### src/rtl/tx_fsm.sv
// Request-side dispatcher: decodes a host request to a switch instance,
// waits out that instance's busy, then issues a one-cycle tagged pulse.
module tx_fsm #(
    parameter int NUM_SW_INST = 5,
    parameter int W_WIDTH     = 8,
    parameter int A_WIDTH     = 8,
    parameter int SW_ADDR_LSB = 5,
    parameter int TIMEOUT_CYC = 16
) (
    input  logic                   clk,
    input  logic                   rst_n,
    input  logic                   req_valid,
    output logic                   req_ready,
    input  logic                   req_wr,
    input  logic [A_WIDTH-1:0]     req_addr,
    input  logic [W_WIDTH-1:0]     req_wdata,
    input  logic [NUM_SW_INST-1:0] sw_busy,
    output logic [NUM_SW_INST-1:0] sw_req,
    output logic [7:0]             sw_op_id,
    output logic                   sw_wr,
    output logic [A_WIDTH-1:0]     sw_addr,
    output logic [W_WIDTH-1:0]     sw_wdata,
    output logic                   err_valid,
    output logic [1:0]             err_code
);

    localparam int IW = A_WIDTH - SW_ADDR_LSB;
    localparam int TW = $clog2(TIMEOUT_CYC + 1);
    localparam logic [TW-1:0] T_LAST = TW'(TIMEOUT_CYC - 1);

    typedef enum logic [1:0] {
        S_IDLE,
        S_CHECK,
        S_ISSUE,
        S_ERR
    } state_t;

    state_t state_q, state_d;
    logic [TW-1:0] tcnt_q, tcnt_d;
    logic [7:0] op_q;
    logic wr_q;
    logic [A_WIDTH-1:0] addr_q;
    logic [W_WIDTH-1:0] wdata_q;
    logic [IW-1:0] idx;
    logic [NUM_SW_INST-1:0] hit;
    logic busy_t;
    logic dec_err;
    logic [1:0] code_d;

    assign idx = addr_q[A_WIDTH-1:SW_ADDR_LSB];
    assign req_ready = (state_q == S_IDLE);

    // Decode target, select its busy bit, and compute next state
    always_comb begin
        state_d = state_q;
        tcnt_d  = tcnt_q;
        code_d  = 2'd0;
        busy_t  = 1'b0;
        hit     = '0;
        dec_err = (int'(idx) >= NUM_SW_INST);
        for (int i = 0; i < NUM_SW_INST; i++) begin
            if (int'(idx) == i) begin
                busy_t = sw_busy[i];
                hit[i] = 1'b1;
            end
        end
        unique case (state_q)
            S_IDLE: begin
                if (req_valid) begin
                    state_d = S_CHECK;
                    tcnt_d  = '0;
                end
            end
            S_CHECK: begin
                if (dec_err) begin
                    state_d = S_ERR;
                    code_d  = 2'd1;
                end else if (!busy_t) begin
                    state_d = S_ISSUE;
                end else if (tcnt_q == T_LAST) begin
                    state_d = S_ERR;
                    code_d  = 2'd2;
                end else begin
                    tcnt_d = tcnt_q + 1'b1;
                end
            end
            S_ISSUE: state_d = S_IDLE;
            S_ERR:   state_d = S_IDLE;
            default: state_d = S_IDLE;
        endcase
    end

    // State and busy-wait counter
    always_ff @(posedge clk or negedge rst_n) begin
        if (!rst_n) begin
            state_q <= S_IDLE;
            tcnt_q  <= '0;
        end else begin
            state_q <= state_d;
            tcnt_q  <= tcnt_d;
        end
    end

    // Capture the host request on acceptance
    always_ff @(posedge clk or negedge rst_n) begin
        if (!rst_n) begin
            wr_q    <= 1'b0;
            addr_q  <= '0;
            wdata_q <= '0;
        end else if (state_q == S_IDLE && req_valid) begin
            wr_q    <= req_wr;
            addr_q  <= req_addr;
            wdata_q <= req_wdata;
        end
    end

    // Registered issue/error outputs; op_id advances only on a real issue
    always_ff @(posedge clk or negedge rst_n) begin
        if (!rst_n) begin
            op_q      <= 8'd1;
            sw_req    <= '0;
            sw_op_id  <= 8'd0;
            sw_wr     <= 1'b0;
            sw_addr   <= '0;
            sw_wdata  <= '0;
            err_valid <= 1'b0;
            err_code  <= 2'd0;
        end else begin
            sw_req    <= '0;
            sw_op_id  <= 8'd0;
            sw_wr     <= 1'b0;
            sw_addr   <= '0;
            sw_wdata  <= '0;
            err_valid <= 1'b0;
            err_code  <= 2'd0;
            if (state_d == S_ISSUE) begin
                sw_req   <= hit;
                sw_op_id <= op_q;
                sw_wr    <= wr_q;
                sw_addr  <= addr_q;
                sw_wdata <= wdata_q;
                op_q     <= (op_q == 8'hFF) ? 8'd1 : op_q + 8'd1;
            end
            if (state_d == S_ERR) begin
                err_valid <= 1'b1;
                err_code  <= code_d;
            end
        end
    end

endmodule
### config.mk
export PLATFORM = sky130hd
export DESIGN_NAME = tx_fsm
export DESIGN_NICKNAME = d
export VERILOG_FILES = /design/src/rtl/tx_fsm.sv
export SDC_FILE = /design/constraint.sdc
export NUM_CORES = 1
export LEC_CHECK = 0
export CAP_MARGIN = 40
export CORE_UTILIZATION = 35
export DETAILED_ROUTE_END_ITERATION = 7
export GPL_TIMING_DRIVEN = 0
export SLEW_MARGIN = 20
export SYNTH_ARGS = -nofsm -noshare
export SYNTH_HDL_FRONTEND = slang
export SYNTH_SLANG_ARGS = --single-unit
### constraint.sdc
create_clock -name clk -period 2.65 [get_ports clk]
set_input_delay 0.6625 -clock clk [delete_from_list [all_inputs] [get_ports clk]]
set_output_delay 0.6625 -clock clk [all_outputs]
set_load 0.005 [all_outputs]
==> summary.md, run 1 <==
| Metric | Value |
|---|---|
| Status | `finished clean` |
| Initial antenna violation count | `0` |
| Post-layout min period | `2340 ps` |
| Combinational power share | `0.341` |
| Layout cells sized above 1 | `0.09709` |
| F_max | `427.4 MHz` |
| Clock slew seen by the registers of the worst setup and hold paths | `70 ps` |
| Setup Skew | `4.758 ps` |
| CP Class | `in2reg` |
| Nets | `332` |
| Starting Density | `0.3704` |
| GR Util All Layers | `0.1453` |
| Post-synth net total | `262` |
| # clock sinks | `65` |
| RSZ-0062 raised after global routing | `no` |
| # rows | `30` |
| Syn_area_per_cell | `11.05 sq um` |
| M1 GR Usage | `0.1833` |
| Die ar. | `7737 sq um` |
| Vias | `1,865` |
| Synth warn | `0` |
| Core area | `6982 sq um` |
| Cts bufs inserted | `9` |
| Slew HR | `0.5693` |
| Synthesized flop and latch total | `65` |
| RePlAce Congestion | `0.7939` |
| First-pass GRT wire length | `8424 um` |
| Worst setup SP type | `input port` |
| Commonest non-fill, non-tap cell in the layout | `dfrtp_1` |
| Grt total ovfl | `0` |
| Pre-Repair DR Iteration Count | `4` |
| Global route hottest layer | `met2` |
| Worst skew pair latency | `330 ps` |
| TritonCTS clock tree | `done` |
| Worst Hold Class | `in2async` |
| Met2 usage | `0.2410` |
| Required time of the worst setup path | `2870 ps` |
| Pint | `2.423 mW` |
| Vias in the first global route | `1,858` |
| Drc violations | `0` |
| Reg-to-reg setup timing slack | `460 ps` |
| CTS root buffer | `clkbuf_8` |
| Clock power share | `0.248` |
| Critical path fanouts, max | `10` |
| M3 GR Usage | `0.03205` |
| Initial DRC count | `94` |
| Ports | `59` |
| Antenna diodes | `0` |
| Drt total wl | `5035 um` |
| Post-CTS Setup Bufs | `0` |
| Pwr/cell area | `1013 nW/um^2` |
| Setup WS pre-CTS | `-4.126 ps` |
| Area after DPL | `3312 sq um` |
| Vias per cell | `4.605` |
| Die W | `87.96 um` |
| DP Wirelength | `3575 um` |
| Max clock buf depth | `2` |
| Critical path arrival | `2560 ps` |
| Area Growth Syn to Fin | `36.19%` |
| Hold-fix buffers, CTS | `0` |
| Register area share after synthesis | `0.6294` |
| Vert. Die Dim | `87.96 um` |
| EDFF count, synth | `0` |
| Worst slew pin tran | `646.0 ps` |
| Most used flip-flop cell after synthesis | `dfrtp_1` |
| Leak | `1.715 nW` |
| Count of input and output buffers | `58` |
| Critical Path End Type | `flip-flop` |
| Max-slew violations | `0` |
| Ys async rst share | `1.000` |
| Cells after Synth | `234` |
| Reg2Reg Depth | `7` |
| Worst reg2reg endpoint | `tcnt_q[3]$_DFFE_PN0P_` |
| Drt wl/cell | `12.43 um` |
| Layout Utilization | `0.5045` |
| Post-route ant nets | `0` |
| Crit share post-route | `0.8829` |
| Sw frac | `0.3210` |
| Endpoints failing setup | `0` |
| Mapped Area | `2586 sq um` |
| R2r startpoint | `tcnt_q[0]$_DFFE_PN0P_` |
| Flop pwr share | `0.411` |
| Post-cts resize count | `0` |
| H-tree lvl count | `3` |
| P_sw | `1.146 mW` |
| Largest net degree at the start of global routing | `55` |
| Peak supply drop | `529.5 uV` |
| Most frequent cells in the layout | `dfrtp_1 (64), nand2_1 (58), clkdlybuf4s50_1 (57)` |
| Design Area, Final | `3522 sq um` |
| Post-synth cell types | `41` |
| Final hold vios | `0` |
| Final worst setup slack | `310.2 ps` |
| Max-cap violations | `0` |
-- worst max-delay path, stage by stage --
cell and delay [ps]:
clkdlybuf4s50_1 390, mux2_2 280, o22ai_1 520, and2_1 220, buf_4 150, mux2_2 330
-- flip-flops by register name, summed over array words and instances, names as in the netlist --
register and cells:
addr_q 8, op_q 8, sw_addr 8, sw_op_id 8
sw_wdata 8, wdata_q 8, sw_req 5, tcnt_q 5
err_code 2, state_q 2, err_valid 1, sw_wr 1
wr_q 1
-- routing by layer --
layer / part of all wire / vias up / wire length, um
met4: 0.012 / 0 / 62
met2: 0.50 / 42 / 2516
met3: 0.037 / 7 / 187
li1: - / 928 / -
met5: 0 / - / 0
met1: 0.45 / 888 / 2267
-- logic make-up (layout without fill, tap and decap cells) --
logic type | Yosys count | in the layout | share of synthesized area
muxes | 3 | 3 | 0.01306
buffers and inverters | 16 | 91 | 0.03241
AOI/OAI and AO/OA | 27 | 27 | 0.07983
and+or+nand+nor | 117 | 117 | 0.2206
DFF | 65 | 65 | 0.6294
xor gates and xnor gates | 3 | 3 | 0.01016
adders and majority gates | 3 | 3 | 0.01452
-- Yosys cell counts (4+ instances only) --
master    count  area share
dfrtp_1      64        0.62
nand2_1      58       0.084
and3_1       29       0.070
nor2_1        9       0.013
a21oi_1       7       0.014
clkbuf_1      7       0.010
and2_1        4      0.0097
inv_1         4      0.0058
nor2b_1       4      0.0097
o21ai_0       4      0.0077
-- worst max path at each step --
stage               slack (ps)               endpoint             startpoint  cells after the start
finish                     310    op_q[1]$_DFFE_PN0N_             sw_busy[3]                      6
global placement         -1180  sw_wdata[0]$_DFF_PN0_                  rst_n                      1
floorplan                  570  tcnt_q[3]$_DFFE_PN0P_  tcnt_q[0]$_DFFE_PN0P_                      7
global route               160    op_q[3]$_DFFE_PN0N_             sw_busy[3]                      7
detailed placement          -4    op_q[1]$_DFFE_PN0N_             sw_busy[2]                      6
CTS                        350    op_q[1]$_DFFE_PN0N_             sw_busy[2]                      6
-- power groups by stage --
stage | registers, mW | logic, mW | clock network, mW
2_1_floorplan | 1.46 | 0.740 | 0
3_3_place_gp | 1.48 | 1.21 | 0
3_5_place_dp | 1.49 | 1.23 | 0
4_1_cts | 1.47 | 1.24 | 0.907
5_1_grt | 1.51 | 1.38 | 0.953
6_report | 1.47 | 1.22 | 0.887
-- layout make-up --
cell class / count / area, sq um
Fill cell: 661 / 3460
Sequential cell: 65 / 1628
Multi-Input combinational cell: 153 / 874.6
Timing Repair Buffer: 59 / 605.6
Clock buffer: 10 / 127.6
Tap cell: 96 / 120.1
Clock inverter: 6 / 82.58
Buffer: 12 / 68.82
Inverter: 4 / 15.01
-- metrics by stage --
step	power [mW]	hold slack, ps	TNS, ps	std cells
6_report	3.569	166.1	0	405
5_1_grt	3.837	164.5	0	405
4_1_cts	3.613	161.7	0	405
3_5_place_dp	2.721	453.7	-4.126	389
3_3_place_gp	2.688	450.1	-75690	388
2_1_floorplan	2.196	366.9	0	234
No activity file was read; power rests on OpenSTA's default activity.
==> run 2, diff against run 1 <==
--- a/config.mk
+++ b/config.mk
@@ -5,8 +5,9 @@
 export SDC_FILE = /design/constraint.sdc
 export NUM_CORES = 1
 export LEC_CHECK = 0
+export ABC_CLOCK_PERIOD_IN_PS = 2650
 export CAP_MARGIN = 40
-export CORE_UTILIZATION = 35
+export CORE_UTILIZATION = 29
 export DETAILED_ROUTE_END_ITERATION = 7
 export GPL_TIMING_DRIVEN = 0
 export SLEW_MARGIN = 20
==> run 2 against run 1 <==
- via count up 0.97%
- first-iteration DRC count is 64% lower
- non-clock buffer count unchanged
- core utilization shrank 9.7 points
- wire length up 4.6%
- critical endpoint unchanged
- largest cell class unchanged
- largest power group unchanged
==> summary.md, run 2 (synthesis results as in run 1) <==
| Metric | Value |
|---|---|
| Max clock buf depth | `2 (unchanged)` |
| DP Wirelength | `3711 um (+3.8%)` |
| Initial DRC count | `34 (-64%)` |
| Delay-heaviest family, CP | `multiplexers` |
| Vert. Die Dim | `96.44 um (+9.6%)` |
| TritonCTS clock tree | `done` |
| Antenna diodes | `0 (unchanged)` |
| Reg2Reg Depth | `7 (unchanged)` |
| Worst setup SP type | `input port` |
| # rows | `34 (+13%)` |
| Crit path to | `op_q[1]$_DFFE_PN0N_` |
| Dpl cells | `401 (+3.1%)` |
| Crit share post-route | `0.8724 (-0.01054)` |
| Die W | `96.44 um (+9.6%)` |
| Nets | `332 (unchanged)` |
| CP most frequent cell | `mux2_2` |
| F_max | `432.6 MHz (+1.2%)` |
| Count of input and output buffers | `58 (unchanged)` |
| Worst slew pin tran | `655.4 ps (+9.361 ps)` |
| Critical path depth | `6 (unchanged)` |
| Status | `finished clean` |
| Area Growth Syn to Fin | `36.77%` |
| Pwr/cell area | `1016 nW/um^2 (+0.27%)` |
| Pre-Repair DR Iteration Count | `4 (unchanged)` |
| Vias in the first global route | `1,862 (+0.22%)` |
| Layout Utilization | `0.4076 (-0.09690)` |
| Cell Chain, Critical Path | `clkdlybuf4s50_1 -> mux2_2 -> o22ai_1 -> and2_1 -> buf_4 -> mux2_2` |
| Grt total ovfl | `0 (unchanged)` |
| Slew HR | `0.5593 (-0.009975)` |
| Initial antenna violation count | `0 (unchanged)` |
| Endpoints failing setup | `0 (unchanged)` |
| Starting Density | `0.2980 (-0.07242)` |
| # clock sinks | `65 (unchanged)` |
| Final setup TNS | `0 ps (unchanged)` |
| Critical Path Source | `sw_busy[2]` |
| Critical Path End Type | `flip-flop` |
| Setup Skew | `8.181 ps (+3.423 ps)` |
| Post-CTS Setup Bufs | `0 (unchanged)` |
| RSZ-0062 raised after global routing | `no` |
| Most frequent cells in the layout | `dfrtp_1 (64), nand2_1 (58), clkdlybuf4s50_1 (57)` |
| Worst path max stage delay | `490 ps (-30 ps)` |
| Critical path arrival | `2540 ps (-20 ps)` |
| Required time of the worst setup path | `2880 ps (about the same)` |
| First-pass GRT wire length | `8604 um (+2.1%)` |
| Crit path buffers/inverters | `2 (unchanged)` |
| Cts bufs inserted | `9 (unchanged)` |
| Hold-fix buffers, CTS | `0 (unchanged)` |
| GR Util All Layers | `0.1269 (-0.01843)` |
| Reg-to-reg setup timing slack | `420 ps (-40 ps)` |
| Max-slew violations | `0 (unchanged)` |
| Peak supply drop | `262.5 uV (-50%)` |
| Drt total wl | `5269 um (+4.6%)` |
| Vias | `1,883 (+0.97%)` |
| CTS root buffer | `clkbuf_8` |
| Slowest CP cell | `o22ai_1` |
| H-tree lvl count | `3 (unchanged)` |
| Worst skew pair latency | `340 ps (about the same)` |
| Clock slew seen by the registers of the worst setup and hold paths | `70 ps (about the same)` |
| Layout cells sized above 1 | `0.09709 (unchanged)` |
| Worst hold margin | `204.5 ps (+38.40 ps)` |
| Drc violations | `0 (unchanged)` |
| CP Class | `in2reg` |
| Post-cts resize count | `0 (unchanged)` |
| Fin cells | `417 (+3.0%)` |
| Commonest non-fill, non-tap cell in the layout | `dfrtp_1` |
| Core area | `8678 sq um (+24%)` |
| Max-cap violations | `0 (unchanged)` |
| Worst Hold Class | `in2async` |
| Post-route ant nets | `0 (unchanged)` |
| Post-layout min period | `2312 ps (-27.92 ps)` |
| Critical path fanouts, max | `10 (unchanged)` |
| RePlAce Congestion | `0.7661 (-3.5%)` |
| Ports | `59 (unchanged)` |
| Vias per cell | `4.516 (-1.9%)` |
| Die ar. | `9300 sq um (+20%)` |
| Drt wl/cell | `12.64 um (+1.6%)` |
| R2r startpoint | `tcnt_q[0]$_DFFE_PN0P_` |
| Final hold vios | `0 (unchanged)` |
| Largest net degree at the start of global routing | `47 (-15%)` |
| Worst reg2reg endpoint | `tcnt_q[3]$_DFFE_PN0P_` |
| Leak | `1.715 nW (unchanged)` |
==> run 2: cell counts in the layout (fill, tap and decap cells not counted) <==
No cell type changed its count.
==> run 2: area by class of cell <==
type	count	area (sq um)
plain buffers	12	68.82
clock buffers	10	127.6
clock inverters	6	82.58
fillers	869	5141
inverters	4	15.01
multi-input cells	153	874.6
flip-flops and latches	65	1628
well taps	108	135.1
repair buffers	59	605.6
==> run 2: worst min-delay path by stage <==
stage	to	slack (ps)	from
finish	addr_q[5]$_DFFE_PN0P_	200	rst_n
global route	addr_q[5]$_DFFE_PN0P_	210	rst_n
CTS	addr_q[5]$_DFFE_PN0P_	200	rst_n
detailed placement	wdata_q[5]$_DFFE_PN0P_	450	wdata_q[5]$_DFFE_PN0P_
global placement	wdata_q[6]$_DFFE_PN0P_	450	wdata_q[6]$_DFFE_PN0P_
floorplan	addr_q[0]$_DFFE_PN0P_	370	rst_n
==> run 2: stage by stage <==
step / instance area [sq um] / worst slack, ps / power [mW]
2_1_floorplan: 2586 / 574.7 / 2.196
3_3_place_gp: 3302 / -1180 / 2.694
3_5_place_dp: 3327 / -11.03 / 2.735
4_1_cts: 3537 / 351.6 / 3.644
5_1_grt: 3537 / 208.5 / 3.883
6_report: 3537 / 338.2 / 3.594
==> run 2: where the power goes <==
part	switching (mW)	internal, mW	leakage (nW)
Clock	0.369	0.525	0.106
Combinational	0.638	0.604	0.748
Sequential	0.163	1.30	0.861
==> run 2: per-layer routing <==
metal	global-route usage	wire length, um
met1	0.1524	2302
met2	0.2033	2535
met3	0.03756	294
met4	0.07230	136
met5	0	0
==> run 2: worst register-to-register path: stages, from the launching register on <==
cell	delay, ps
dfrtp_1	420
ha_1	220
and3_1	190
ha_1	240
o31a_4	380
a21o_4	210
or3_1	340
a21oi_1	150
